## src/rtl/vga_timing_controller.sv

```systemverilog
// VGA raster timing generator: a clock-enable prescaler drives H/V counters and
// the registered sync, blanking, line and frame strobes derived from them.
module vga_timing_controller #(
  parameter int   DIV      = 4,
  parameter int   H_ACTIVE = 640,
  parameter int   H_FP     = 16,
  parameter int   H_SYNC   = 96,
  parameter int   H_BP     = 48,
  parameter int   V_ACTIVE = 480,
  parameter int   V_FP     = 10,
  parameter int   V_SYNC   = 2,
  parameter int   V_BP     = 33,
  parameter logic SYNC_POL = 1'b0
) (
  input  logic       clk,
  input  logic       reset,
  input  logic       enable,
  output logic       pixel_tick,
  output logic [9:0] hcount,
  output logic [9:0] vcount,
  output logic       hsync,
  output logic       vsync,
  output logic       video_on,
  output logic       line_start,
  output logic       frame_start
);

  localparam int H_TOTAL = H_ACTIVE + H_FP + H_SYNC + H_BP;
  localparam int V_TOTAL = V_ACTIVE + V_FP + V_SYNC + V_BP;

  localparam logic [9:0] H_LAST       = 10'(H_TOTAL - 1);
  localparam logic [9:0] V_LAST       = 10'(V_TOTAL - 1);
  localparam logic [9:0] H_ACT        = 10'(H_ACTIVE);
  localparam logic [9:0] V_ACT        = 10'(V_ACTIVE);
  localparam logic [9:0] H_SYNC_START = 10'(H_ACTIVE + H_FP);
  localparam logic [9:0] H_SYNC_END   = 10'(H_ACTIVE + H_FP + H_SYNC);
  localparam logic [9:0] V_SYNC_START = 10'(V_ACTIVE + V_FP);
  localparam logic [9:0] V_SYNC_END   = 10'(V_ACTIVE + V_FP + V_SYNC);

  // Prescaler keeps at least one bit so DIV=1 still elaborates.
  localparam int            PW     = (DIV > 1) ? $clog2(DIV) : 1;
  localparam logic [PW-1:0] P_LAST = PW'(DIV - 1);

  logic [PW-1:0] p;
  logic [9:0]    h_next;
  logic [9:0]    v_next;
  logic          h_sync_next;
  logic          v_sync_next;
  logic          video_next;

  // NOTE: every output of a combinational block gets a default first, so no path
  // through it can leave a signal unassigned and infer a latch.
  always_comb begin
    h_next = hcount + 10'd1;
    v_next = vcount;
    if (hcount == H_LAST) begin
      h_next = '0;
      v_next = (vcount == V_LAST) ? '0 : vcount + 10'd1;
    end
    h_sync_next = (h_next >= H_SYNC_START) && (h_next < H_SYNC_END);
    v_sync_next = (v_next >= V_SYNC_START) && (v_next < V_SYNC_END);
    video_next  = (h_next < H_ACT) && (v_next < V_ACT);
  end

  // NOTE: registered state uses non-blocking assignments so every flop samples the
  // pre-edge values and the ordering of statements cannot change the result.
  always_ff @(posedge clk) begin
    if (reset) begin
      p           <= '0;
      hcount      <= H_LAST;
      vcount      <= V_LAST;
      pixel_tick  <= 1'b0;
      hsync       <= ~SYNC_POL;
      vsync       <= ~SYNC_POL;
      video_on    <= 1'b0;
      line_start  <= 1'b0;
      frame_start <= 1'b0;
    end else begin
      pixel_tick  <= 1'b0;
      line_start  <= 1'b0;
      frame_start <= 1'b0;
      if (enable) begin
        if (p == P_LAST) begin
          // Counters and every decode update together so they never skew.
          p           <= '0;
          pixel_tick  <= 1'b1;
          hcount      <= h_next;
          vcount      <= v_next;
          hsync       <= h_sync_next ? SYNC_POL : ~SYNC_POL;
          vsync       <= v_sync_next ? SYNC_POL : ~SYNC_POL;
          video_on    <= video_next;
          line_start  <= (h_next == 10'd0);
          frame_start <= (h_next == 10'd0) && (v_next == 10'd0);
        end else begin
          p <= p + PW'(1);
        end
      end
    end
  end

endmodule
```

## config.mk

```make
export PLATFORM = sky130hd
export DESIGN_NAME = vga_timing_controller
export DESIGN_NICKNAME = d
export VERILOG_FILES = /design/src/rtl/vga_timing_controller.sv
export SDC_FILE = /design/constraint.sdc
export NUM_CORES = 1
export LEC_CHECK = 0
export CELL_PAD_IN_SITES_DETAIL_PLACEMENT = 1
export CELL_PAD_IN_SITES_GLOBAL_PLACEMENT = 1
export CORE_UTILIZATION = 25
export CTS_BUF_LIST = sky130_fd_sc_hd__clkbuf_2
export DETAILED_ROUTE_END_ITERATION = 8
export PLACE_DENSITY = 0.61
export SLEW_MARGIN = 5
export SYNTH_ARGS = -nofsm -noshare
export SYNTH_HDL_FRONTEND = slang
export SYNTH_SLANG_ARGS = --single-unit
```

## constraint.sdc

```tcl
create_clock -name clk -period 2.2 [get_ports clk]
set_input_delay 0.33 -clock clk [delete_from_list [all_inputs] [get_ports clk]]
set_output_delay 0.33 -clock clk [all_outputs]
set_load 0.005 [all_outputs]
```

==> flow_metrics.py <==
metrics = {
    "yosys": {
        "synth.avg_cell_area_um2": 7.50,
        "synth_edf_count": 0,
        "synth_fp_nets": 233,
        "async_set_or_reset_register_ratio_after_synthesis": 0,
        "synth_flop_cell": "sky130_fd_sc_hd__dfxtp_1",
        "flip_flop_and_latch_count_after_synthesis": 28,
        "synthesis.instances": 226,
        "synth.cell_area_um2": 1700,
        "synth-warning-count": 0,
        "ys_seq_area_frac": 0.331,
        "yosysUniqueCellTypes": 47,
    },
    "drt": {
        "vias_per_cell": 5.14,
        "route.antenna.remaining_nets": 0,
        "vias": 1780,
        "detail_route.wirelength_um": 5420,
        "wl_per_cell_um": 15.7,
        "first_pass_iters": 6,
        "drc": 8,
        "initialDrtViolationCount": 44,
    },
    "setup_path": {
        "critical_path_required_ns": 2.51,
        "worstSetupEndpointType": "flop",
        "cp.arrival_ns": 2.40,
        "worst_path_max_fanout": 5,
        "classification_of_the_worst_setup_path": "flop to flop",
        "regToRegStartpoint": "hcount[5]$_SDFFE_PP0P_",
        "reg2reg_depth": 7,
        "timing.reg2reg.setup_slack_ns": 0.11,
        "critPathLaunchType": "flop",
        "timing.rr.end": "frame_start$_SDFF_PP0_",
    },
    "floorplan": {
        "ioPinCount": 29,
        "core-area_um2": 6460,
        "fp-row-count": 29,
        "die-height_um": 84.4,
        "die_footprint_um2": 7110,
        "initial_core_util": 0.262,
        "die_x_um": 84.4,
    },
    "placed_design": {
        "dp.final_hpwl_um": 4190,
        "gp_routability_congestion": 0.878,
        "place.port_buffers": 28,
        "dp.cells": 341,
    },
    "pwr": {
        "power_density_nw_per_um2": 401,
        "netSwitchingFraction": 0.294,
        "switching_power_total_uw": 267,
        "pwr-share-clk": 0.211,
        "combPwrFrac": 0.211,
        "irDropWorstVdd_uv": 177,
        "total_leakage_power_uw": 0.000882,
        "p_int_uw": 642,
        "power_frac_seq": 0.578,
    },
    "layout": {
        "layout_common_cells": "sky130_fd_sc_hd__nand2_1, sky130_fd_sc_hd__nor2_1, sky130_fd_sc_hd__clkdlybuf4s50_1, sky130_fd_sc_hd__dfxtp_1, sky130_fd_sc_hd__buf_4",
        "antennaDiodeCount": 0,
        "proportion_of_layout_cells_with_a_drive_suffix_above_1": 0.175,
        "ff_latch_area_um2": 563,
        "fillerInstances": 805,
        "count_of_nets_after_finishing": 278,
        "area_growth_pct": 33.8,
        "multi_input_comb_area_um2": 1100,
        "layout.cells.non_filler": 346,
    },
    "grt": {
        "antenna_found_initial": 0,
        "grtUsageTotal": 0.156,
        "grt_pass1_vias": 1770,
        "global_route_wire_length_before_repair_um": 8910,
        "global_route.overflow_total": 0,
        "maximum_number_of_pins_on_one_net_before_global_route_repair": 20,
    },
    "status": {
        "failed_checks": "design-rule violations",
        "status": "complete, but fails checks",
    },
    "clock_tree": {
        "insertion_delay_ns": 0.37,
        "hold_bufs_at_cts": 0,
        "clk_path_buf_depth": 2,
        "clk_pin_slew_ns": 0.27,
        "cts.sink_count": 28,
        "tritoncts": "built",
        "cts_bufs_inserted": 3,
        "ctsRootBufferMaster": "sky130_fd_sc_hd__clkbuf_2",
        "cts-htree-levels": 1,
    },
    "timing": {
        "slew_worst_pin_ns": 0.497,
        "report.final.slew_viol_count": 0,
        "finalSetupViolCount": 0,
        "timing.fmax_mhz": 479,
        "post-route-min-period_ns": 2.09,
        "timing.final.hold_violations": 0,
        "relSlewSlack": 0.668,
        "fin_hold_ws_ns": 0.521,
        "rsz0062_at_grt": "true",
        "skew_ns": 0.00956,
        "layout_worst_path_cycle_share": 0.950,
    },
    "hold_path": {
        "hold-path-endpoint": "video_on$_SDFFE_PP0P_",
        "launch_point_of_the_worst_hold_path": "video_on$_SDFFE_PP0P_",
        "worst_hold_path.num_cells": 2,
        "hold_path.class": "flop to flop",
    },
    "run": {
        "cap_viol_max_count": 0,
    },
}
## worst max path at each step
stage	end	slack (ns)	start
5_1_grt	frame_start$_SDFF_PP0_	-0.04	hcount[5]$_SDFFE_PP0P_
3_3_place_gp	vcount[8]$_SDFFE_PP0P_	-0.09	hcount[0]$_SDFFE_PP1P_
2_1_floorplan	frame_start$_SDFF_PP0_	0.23	hcount[2]$_SDFFE_PP1P_
4_1_cts	vcount[8]$_SDFFE_PP0P_	0.02	hcount[8]$_SDFFE_PP1P_
3_5_place_dp	vcount[8]$_SDFFE_PP0P_	-0.08	hcount[0]$_SDFFE_PP1P_
6_report	frame_start$_SDFF_PP0_	0.11	hcount[5]$_SDFFE_PP0P_
## cell type report
type / instances / share of cell area
clock buffers: 3 / 0.00662
inverters: 6 / 0.00993
multi-input cells: 178 / 0.483
flip-flops and latches: 28 / 0.248
well taps: 77 / 0.0425
repair buffers: 54 / 0.210
## worst max-delay path: stages, from the launching register on
cell	delay [ns]
sky130_fd_sc_hd__dfxtp_2	0.39
sky130_fd_sc_hd__or4b_4	0.56
sky130_fd_sc_hd__nor3_4	0.21
sky130_fd_sc_hd__buf_4	0.19
sky130_fd_sc_hd__a221oi_1	0.05
sky130_fd_sc_hd__buf_4	0.16
sky130_fd_sc_hd__nor4_4	0.26
sky130_fd_sc_hd__nor4b_2	0.21
## layer usage
| metal | part of all wire | GRT usage |
|---|---|---|
| met1 | 0.47 | 0.205 |
| met2 | 0.48 | 0.279 |
| met3 | 0.035 | 0.0147 |
| met4 | 0.0081 | 0.0339 |
| met5 | 0 | 0 |
## sequential cells by signal (all words and copies together), names as in the netlist
register	cells
frame_start	1
hcount	10
hsync	1
line_start	1
p	2
pixel_tick	1
vcount	10
video_on	1
vsync	1
## logic make-up (layout without fill, tap and decap cells)
group | after synthesis | count (layout) | synth area share
adders and majority gates | 4 | 4 | 0.0295
xor gates and xnor gates | 12 | 12 | 0.0620
buffers and inverters | 20 | 63 | 0.0502
DFF | 28 | 28 | 0.331
and+or+nand+nor | 103 | 103 | 0.310
muxes | 1 | 1 | 0.00590
AOI/OAI and AO/OA | 58 | 58 | 0.212
## cells in the mapped netlist (all sizes together) (2+ instances only)
cell type / n / share of area
clkbuf: 11 / 0.024
xnor2: 7 / 0.036
nor4: 2 / 0.016
xor2: 5 / 0.026
nand3: 12 / 0.035
nor4b: 2 / 0.014
nor3: 10 / 0.032
a31oi: 3 / 0.011
nor2: 29 / 0.064
o31ai: 4 / 0.018
a21oi: 17 / 0.050
dfxtp: 28 / 0.33
o211ai: 4 / 0.018
a211o: 2 / 0.010
nand4: 5 / 0.018
or3: 2 / 0.0074
and2: 4 / 0.015
ha: 4 / 0.030
o21ai: 17 / 0.050
nand2: 28 / 0.062
nand3b: 2 / 0.0089
inv: 6 / 0.013
a21boi: 2 / 0.0089
buf: 3 / 0.013
## power groups by stage
| stage | Sequential (µW) | Combinational, µW | Clock, µW |
|---|---|---|---|
| after floorplan | 533 | 105 | 0 |
| after global placement | 534 | 176 | 0 |
| after detailed placement | 534 | 177 | 0 |
| after CTS | 525 | 179 | 211 |
| after global routing | 528 | 210 | 226 |
| final | 525 | 192 | 192 |
## through the flow
stage	area [µm²]	power (µW)	setup TNS [ns]	worst slack, ns	utilization
CTS	2210	915	0	0.0197	0.343
detailed placement	2190	711	-0.103	-0.0791	0.339
finish	2270	909	0	0.111	0.351
global placement	2190	709	-0.130	-0.0948	0.339
global route	2270	964	-0.0438	-0.0438	0.351
floorplan	1700	638	0	0.232	-
## what timing repair did
action	in CTS	in global routing
cloned	0	0
setup buffers	0	2
endpoints found under the setup margin	5	7
pin swaps	0	1
resized for setup	2	11
Power figures use the tool's default switching activity.
